===== src/rtl/mult_result_fifo.sv =====
// FIFO buffering Booth multiplier products toward a possibly stalled sink.
// Optional zero-latency bypass when empty: define MULT_RESULT_FIFO_BYPASS_EN.
module mult_result_fifo #(
  parameter int DATA_W = 32,
  parameter int DEPTH  = 4
) (
  input  logic                     clk,
  input  logic                     rst,
  input  logic                     src_valid,
  input  logic [DATA_W-1:0]        src_data,
  output logic                     src_ready,
  output logic                     dest_valid,
  output logic [DATA_W-1:0]        dest_data,
  input  logic                     dest_ready,
  output logic [$clog2(DEPTH):0]   count,
  output logic                     full,
  output logic                     empty
);

  localparam int PTR_W = $clog2(DEPTH);
  localparam int CNT_W = PTR_W + 1;

  logic [DATA_W-1:0] mem [DEPTH];
  logic [PTR_W-1:0]  wr_ptr_reg, wr_ptr_next;
  logic [PTR_W-1:0]  rd_ptr_reg, rd_ptr_next;
  logic [CNT_W-1:0]  count_reg, count_next;
  logic              push;
  logic              pop;
  logic              full_int;
  logic              empty_int;

  // Status comes only from registered count, never from the handshake inputs.
  assign full_int  = (count_reg == CNT_W'(DEPTH));
  assign empty_int = (count_reg == '0);
  assign full      = full_int;
  assign empty     = empty_int;
  assign count     = count_reg;
  assign src_ready = !full_int;

`ifdef MULT_RESULT_FIFO_BYPASS_EN
  logic bypass_hit;
  // An arriving product on an empty buffer is shown to the sink immediately;
  // it is only stored if the sink does not take it this cycle.
  assign bypass_hit = empty_int & src_valid;
  assign dest_valid = !empty_int | src_valid;
  assign dest_data  = bypass_hit ? src_data : mem[rd_ptr_reg];
  assign push       = src_valid & !full_int & !(bypass_hit & dest_ready);
  assign pop        = !empty_int & dest_ready;
`else
  assign dest_valid = !empty_int;
  assign dest_data  = mem[rd_ptr_reg];
  assign push       = src_valid & !full_int;
  assign pop        = !empty_int & dest_ready;
`endif

  always_comb begin
    wr_ptr_next = wr_ptr_reg;
    rd_ptr_next = rd_ptr_reg;
    count_next  = count_reg;
    if (push) wr_ptr_next = wr_ptr_reg + PTR_W'(1);
    if (pop)  rd_ptr_next = rd_ptr_reg + PTR_W'(1);
    case ({push, pop})
      2'b10:   count_next = count_reg + CNT_W'(1);
      2'b01:   count_next = count_reg - CNT_W'(1);
      default: count_next = count_reg;
    endcase
  end

  always_ff @(posedge clk) begin
    if (rst) begin
      wr_ptr_reg <= '0;
      rd_ptr_reg <= '0;
      count_reg  <= '0;
    end else begin
      wr_ptr_reg <= wr_ptr_next;
      rd_ptr_reg <= rd_ptr_next;
      count_reg  <= count_next;
    end
  end

  // Storage is deliberately left uncleared by reset.
  always_ff @(posedge clk) begin
    if (push && !rst) mem[wr_ptr_reg] <= src_data;
  end

endmodule


===== config.mk =====
export PLATFORM = sky130hd
export DESIGN_NAME = mult_result_fifo
export DESIGN_NICKNAME = d
export VERILOG_FILES = /design/src/rtl/mult_result_fifo.sv
export SDC_FILE = /design/constraint.sdc
export NUM_CORES = 1
export LEC_CHECK = 0
export ABC_AREA = 1
export ABC_CLOCK_PERIOD_IN_PS = 4180
export BUFFER_PORTS_ARGS = -buffer_cell sky130_fd_sc_hd__buf_2
export CORE_MARGIN = 1
export CORE_UTILIZATION = 25
export DETAILED_ROUTE_END_ITERATION = 8
export GPL_TIMING_DRIVEN = 0
export HOLD_SLACK_MARGIN = 0.05
export SYNTH_ARGS = -nofsm -noshare
export SYNTH_HDL_FRONTEND = slang
export SYNTH_SLANG_ARGS = --single-unit

===== constraint.sdc =====
create_clock -name clk -period 4.18 [get_ports clk]
set_input_delay 0.836 -clock clk [delete_from_list [all_inputs] [get_ports clk]]
set_output_delay 0.836 -clock clk [all_outputs]
set_load 0.01 [all_outputs]

==> load_flow_metrics.sql, run 1 <==
INSERT INTO impl_metrics (metric_group, metric, value, unit) VALUES
('power_and_ir_drop', 'report.power.total', '4.05', 'mW'),
('worst_setup_path', 'timing.reg2reg.setup_slack', '2190', 'ps'),
('global_route', 'globalRoute.totalOverflow', '0', ''),
('power_and_ir_drop', 'power_density', '601', 'mW/mm2'),
('logic_synthesis', 'post-synth-top-count-cell', 'sky130_fd_sc_hd__edfxtp_1', ''),
('worst_setup_path', 'worst-path-max-fanout', '10', ''),
('logic_synthesis', 'synth_seq_cells', '137', ''),
('place', 'replace_congestion', '0.727', ''),
('worst_setup_path', 'required', '3340', 'ps'),
('logic_synthesis', 'synth.cell_area', '0.00530', 'mm2'),
('detailed_routing', 'detail_route.wl_per_cell', '15.6', 'um'),
('die', 'row_count', '52', ''),
('logic_synthesis', 'synth_edf_count', '128', ''),
('global_route', 'via_count_of_the_first_global_routing_pass', '3307', ''),
('logic_synthesis', 'syn_nets', '426', ''),
('clocking', 'clk_transition_reported_paths', '60', 'ps'),
('clocking', 'numCtsBuffers', '17', ''),
('clocking', 'clock_tree.buffer_depth', '2', ''),
('finish', 'area.growth.synth_to_final', '27.0', '%'),
('power_and_ir_drop', 'p_switching', '1.25', 'mW'),
('min_path', 'hp-start', 'rd_ptr_reg[1]', ''),
('global_route', 'grt_antenna_before_repair', '2', ''),
('logic_synthesis', 'yosys_most_used_dff', 'sky130_fd_sc_hd__edfxtp_1', ''),
('worst_setup_path', 'worst_reg_to_reg_path_cell_count', '7', ''),
('clocking', 'ctsResizeCount', '0', ''),
('worst_setup_path', 'critical_path.slowest_cell', 'sky130_fd_sc_hd__clkbuf_1', ''),
('die', 'dieArea', '0.0218', 'mm2'),
('finish', 'post_route_cells_drive_above_1_share', '28.5', '%'),
('detailed_routing', 'drt_first_iter_violations', '132', ''),
('finish', 'fillers', '2036', ''),
('sta', 'worst-slew-pin-transition', '680', 'ps'),
('logic_synthesis', 'netlist.area_leader.share', '72.5', '%'),
('global_route', 'track_usage', '11.8', '%'),
('logic_synthesis', 'synth_common_cells', 'sky130_fd_sc_hd__edfxtp_1, sky130_fd_sc_hd__nor2_1, sky130_fd_sc_hd__o21ai_0', ''),
('min_path', 'hold_depth', '2', ''),
('worst_setup_path', 'longest_individual_stage_delay_on_the_worst_path', '390', 'ps'),
('status', 'run_status', 'finished, final reports clean', ''),
('sta', 'grt_setup_unrepaired', 'no', ''),
('sta', 'final-max-slew-violation-count', '0', ''),
('place', 'place.port_buffers', '74', ''),
('global_route', 'grt_first_pass_wirelength', '18.7', 'mm'),
('logic_synthesis', 'synth_cell_type_count', '22', ''),
('sta', 'timing.final.ws_setup', '1620', 'ps'),
('finish', 'largest_reg_flops', '128', ''),
('sta', 'timing.final.setup_violations', '0', ''),
('logic_synthesis', 'synth_top_cell_by_area', 'sky130_fd_sc_hd__edfxtp_1', ''),
('sta', 'fin_skew', '6.58', 'ps'),
('logic_synthesis', 'synthesized_instance_count', '384', ''),
('logic_synthesis', 'postSynth.asyncResetShare', '0', '%'),
('detailed_routing', 'routed_via_count_divided_by_cell_count', '4.30', ''),
('finish', 'finalNetCount', '523', ''),
('die', 'placeableCoreArea', '0.0205', 'mm2'),
('logic_synthesis', 'synth_top_cells_by_area', 'sky130_fd_sc_hd__edfxtp_1, sky130_fd_sc_hd__nor2_1, sky130_fd_sc_hd__o22ai_1', ''),
('clocking', 'worst_skew_pair.late_latency', '420', 'ps'),
('clocking', 'ctsRootBufferMaster', 'sky130_fd_sc_hd__clkbuf_16', ''),
('detailed_routing', 'drtAntennaViolNets', '0', ''),
('logic_synthesis', 'synth.yosys.seq_area_share', '75.9', '%'),
('sta', 'timing.max_slew.rel_slack', '54.6', '%'),
('global_route', 'largest_net_degree_at_the_start_of_global_routing', '19', ''),
('clocking', 'tritoncts', 'yes', ''),
('detailed_routing', 'drtPass1Iterations', '6', ''),
('die', 'die_y', '148', 'um'),
('detailed_routing', 'finalWirelength', '11.9', 'mm'),
('sta', 'max_freq', '391', 'MHz'),
('worst_setup_path', 'cp-end-kind', 'primary output', ''),
('clocking', 'cts.sinks', '137', ''),
('power_and_ir_drop', 'max-vdd-ir-drop', '0.000309', 'V'),
('sta', 'final-hold-violation-count', '0', ''),
('clocking', 'cts_hold_bufs', '0', ''),
('detailed_routing', 'drc_errors', '0', ''),
('die', 'initial_utilization', '25.9', '%');
## layout by cell type, fill, tap and decap left out, types with 2 or more instances in the layout
cell and instances:
sky130_fd_sc_hd__buf_6 9, sky130_fd_sc_hd__nand2_1 12, sky130_fd_sc_hd__nand3_1 4, sky130_fd_sc_hd__nor2_1 70
sky130_fd_sc_hd__o21ai_0 38, sky130_fd_sc_hd__buf_2 80, sky130_fd_sc_hd__nor2_2 2, sky130_fd_sc_hd__buf_16 4
sky130_fd_sc_hd__o21ai_1 28, sky130_fd_sc_hd__o22ai_1 32, sky130_fd_sc_hd__clkinv_4 3, sky130_fd_sc_hd__buf_4 3
sky130_fd_sc_hd__a21oi_1 5, sky130_fd_sc_hd__inv_1 19, sky130_fd_sc_hd__inv_8 3, sky130_fd_sc_hd__edfxtp_1 128
sky130_fd_sc_hd__nand2_2 3, sky130_fd_sc_hd__ha_1 5, sky130_fd_sc_hd__clkbuf_16 17, sky130_fd_sc_hd__inv_6 8
sky130_fd_sc_hd__inv_2 2, sky130_fd_sc_hd__dfxtp_1 9, sky130_fd_sc_hd__nor2_4 5
## power groups by stage
stage / logic [mW] / clock network [mW] / registers, mW
5_1_grt: 1.07 / 1.55 / 1.63
3_5_place_dp: 0.983 / 0 / 1.66
2_1_floorplan: 0.578 / 0 / 1.66
6_report: 0.960 / 1.46 / 1.63
4_1_cts: 0.988 / 1.49 / 1.63
3_3_place_gp: 0.942 / 0 / 1.66
## layer usage
| metal | track usage, % | wire length, um | part of all wire [%] | vias to the layer above |
|---|---|---|---|---|
| li1 | - | - | - | 1599 |
| met1 | 14.1 | 5150 | 43 | 1583 |
| met2 | 19.2 | 5910 | 49 | 89 |
| met3 | 4.51 | 724 | 6.1 | 10 |
| met4 | 4.23 | 149 | 1.2 | 2 |
| met5 | 0 | 11 | 0.092 | - |
## final timing paths
kind,end
min,rd_ptr_reg[1]
min reg2reg,rd_ptr_reg[1]
max,dest_data[22]
max reg2reg,mem[1][6]
## cells by family after synthesis
kind of cell               after synthesis  synth area share [%]
adders and majority gates                6                  1.56
AOI/OAI and AO/OA                      103                  10.5
buffers and inverters                   41                  4.67
DFF                                    137                  75.9
and+or+nand+nor                         97                  7.41
## worst max-delay path, delay by kind of cell, from the launching register on
kind                   cells  cell delay, ps
flip-flops                 1             340
AO/OA/AOI/OAI              2             390
buffers and inverters      2             570
## metrics by stage
stage | hold WS (ps) | cell area (um2) | utilization, % | instances
global placement | 485 | 6010 | 29.3 | 728
finish | 505 | 6730 | 32.9 | 764
detailed placement | 502 | 6150 | 30.0 | 732
global route | 532 | 6730 | 32.9 | 764
CTS | 511 | 6730 | 32.9 | 764
floorplan | 459 | 5300 | - | 384
## area by class of cell
cell class	count	share of cell area [%]
Buffer	19	2.34
Clock inverter	15	2.32
Clock buffer	17	6.32
Multi-Input combinational cell	206	15.8
Timing Repair Buffer	78	7.14
Inverter	22	1.34
Tap cell	270	5.02
Sequential cell	137	59.8
No activity file was read; power rests on OpenSTA's default activity.
==> run 2, diff against run 1 <==
Settings changed: ABC_CLOCK_PERIOD_IN_PS 4180 to 2100.
Clock period 4.18 ns to 2.1 ns, I/O delays scaled along.
==> load_flow_metrics.sql, run 2 (synthesized netlist as in run 1, its figures left out) <==
INSERT INTO impl_metrics (metric_group, metric, value, unit) VALUES
('sta', 'max_freq', '502', 'MHz'),
('power_and_ir_drop', 'power_leakage', '2.46', 'nW'),
('clocking', 'clock_tree.buffer_depth', '2', ''),
('sta', 'grt_setup_unrepaired', 'no', ''),
('worst_setup_path', 'timing.reg2reg.setup_slack', '140', 'ps'),
('run', 'max-cap-violations', '0', ''),
('worst_setup_path', 'timing.critical_path.arrival', '1570', 'ps'),
('global_route', 'groute.layer.met3.usage', '4.51', '%'),
('die', 'dieArea', '0.0218', 'mm2'),
('finish', 'finalNetCount', '525', ''),
('die', 'die_y', '148', 'um'),
('sta', 'final-hold-violation-count', '0', ''),
('sta', 'fin_tns_setup', '0', 'ps'),
('global_route', 'largest_net_degree_at_the_start_of_global_routing', '19', ''),
('finish', 'seq_area', '0.00403', 'mm2'),
('global_route', 'grt_antenna_before_repair', '2', ''),
('detailed_routing', 'detail_route.wl_per_cell', '15.9', 'um'),
('min_path', 'hold_depth', '2', ''),
('finish', 'n_antenna_cell', '0', ''),
('status', 'run_status', 'finished, final reports clean', ''),
('sta', 'final_min_period_over_clock_period', '94.9', '%'),
('clocking', 'numCtsBuffers', '17', ''),
('min_path', 'hp-class', 'input port to flop', ''),
('clocking', 'cts_max_level', '4', ''),
('worst_setup_path', 'critical_path_class', 'flop to primary output', ''),
('finish', 'fillers', '2028', ''),
('detailed_routing', 'drc_errors', '0', ''),
('die', 'floorplan.die.width', '148', 'um'),
('detailed_routing', 'routed_via_count_divided_by_cell_count', '4.35', ''),
('clocking', 'cts_hold_bufs', '0', ''),
('clocking', 'cts.sinks', '137', ''),
('finish', 'fin_util', '33.2', '%'),
('place', 'placed_cell_area', '0.00615', 'mm2'),
('sta', 'final-max-slew-violation-count', '0', ''),
('worst_setup_path', 'worst-path-max-fanout', '10', ''),
('place', 'place.port_buffers', '74', ''),
('place', 'replace_congestion', '0.727', ''),
('detailed_routing', 'drt_first_iter_violations', '171', ''),
('worst_setup_path', 'worst_reg_to_reg_path_cell_count', '7', ''),
('worst_setup_path', 'crit-reg2reg-launch', 'count[1]', ''),
('finish', 'area.growth.synth_to_final', '28.5', '%'),
('clocking', 'ctsRootBufferMaster', 'sky130_fd_sc_hd__clkbuf_16', ''),
('global_route', 'met1_track_demand_over_resource_in_global_routing', '14.1', '%'),
('detailed_routing', 'via_count', '3330', ''),
('finish', 'mostFrequentLayoutCells', 'sky130_fd_sc_hd__edfxtp_1, sky130_fd_sc_hd__buf_2, sky130_fd_sc_hd__nor2_1', ''),
('power_and_ir_drop', 'power_density', '1190', 'mW/mm2'),
('global_route', 'grt.busiest_layer', 'met2', ''),
('global_route', 'globalRoute.totalOverflow', '0', ''),
('detailed_routing', 'finalWirelength', '12.1', 'mm'),
('global_route', 'grt_first_pass_wirelength', '18.6', 'mm'),
('global_route', 'track_usage', '11.7', '%'),
('min_path', 'hp-start', 'rst', ''),
('finish', 'largest_reg_flops', '128', ''),
('global_route', 'via_count_of_the_first_global_routing_pass', '3305', ''),
('sta', 'timing.final.setup_violations', '0', ''),
('finish', 'post_route_cells_drive_above_1_share', '30.6', '%'),
('worst_setup_path', 'worstSetupStartpointType', 'flop', ''),
('worst_setup_path', 'required', '1680', 'ps'),
('sta', 'fin_skew', '6.93', 'ps'),
('global_route', 'globalRouteMet2Util', '19.2', '%'),
('finish', 'layout.cells.most_common', 'sky130_fd_sc_hd__edfxtp_1', ''),
('clocking', 'worst_skew_pair.late_latency', '420', 'ps'),
('clocking', 'tritoncts', 'yes', ''),
('worst_setup_path', 'cp-end-kind', 'primary output', ''),
('clocking', 'clk_transition_reported_paths', '60', 'ps'),
('die', 'io-pin-count', '75', ''),
('place', 'dp_hpwl', '8.09', 'mm'),
('sta', 'final.min_clock_period', '1990', 'ps'),
('sta', 'worst-slew-pin-transition', '638', 'ps'),
('die', 'placeableCoreArea', '0.0205', 'mm2'),
('detailed_routing', 'drtAntennaViolNets', '0', ''),
('power_and_ir_drop', 'max-vdd-ir-drop', '0.000615', 'V'),
('die', 'row_count', '52', ''),
('finish', 'multi_input_comb_area', '0.00110', 'mm2'),
('die', 'initial_utilization', '25.9', '%'),
('finish', 'postLayoutCellArea', '0.00681', 'mm2'),
('sta', 'timing.max_slew.rel_slack', '57.4', '%'),
('detailed_routing', 'drtPass1Iterations', '4', ''),
('worst_setup_path', 'reg2reg_to', 'mem[2][6]', '');
## run 2: worst max path at each step
stage | from | end | slack, ps | cells after the start
after floorplan | count[1] | mem[1][0] | -530 | 6
after global placement | rst | mem[3][3] | -1650 | 4
after detailed placement | rst | mem[1][6] | 50 | 5
after CTS | flop | dest_data[27] | 6 | 6
after global routing | flop | dest_data[12] | 2 | 4
final | flop | dest_data[5] | 110 | 6
## run 2: worst max-delay path, stage by stage, from the launching register on
cell                      delay [ps]
sky130_fd_sc_hd__dfxtp_2         330
sky130_fd_sc_hd__buf_6           140
sky130_fd_sc_hd__inv_8            90
sky130_fd_sc_hd__buf_6           160
sky130_fd_sc_hd__nor2_1           60
sky130_fd_sc_hd__o22ai_2         200
sky130_fd_sc_hd__buf_2           160
## run 2: layout make-up
type | count | area share, %
Sequential cell | 137 | 59.1
Multi-Input combinational cell | 206 | 16.1
Timing Repair Buffer | 80 | 7.42
Clock buffer | 17 | 6.24
Tap cell | 270 | 4.96
Buffer | 19 | 2.53
Clock inverter | 15 | 2.30
Inverter | 22 | 1.32
## run 2: through the flow
stage,setup slack [ps],cells,total power [mW],hold slack [ps]
global route,1.79,766,8.54,187
floorplan,-527,384,4.45,459
finish,108,766,8.12,203
detailed placement,46.2,732,5.25,502
CTS,6.42,764,8.18,181
global placement,-1650,728,5.18,485
## run 2: per-layer routing
| layer | wire (um) | part of all wire [%] |
|---|---|---|
| met1 | 5280 | 43 |
| met2 | 6040 | 50 |
| met3 | 662 | 5.5 |
| met4 | 149 | 1.2 |
| met5 | 11 | 0.091 |
## run 2: what timing repair did
action,4_1_cts,5_1_grt
endpoints found under the setup margin,14,22
pin swaps,0,2
cloned,0,1
buffers inserted,0,1
resized for setup,7,7
## run 2: power breakdown
part / switching, mW / total, mW / internal, mW / leakage [nW]
clock: 1.22 / 2.90 / 1.68 / 0.284
sequential: 0.0777 / 3.24 / 3.17 / 1.24
combinational: 1.22 / 1.98 / 0.757 / 0.937
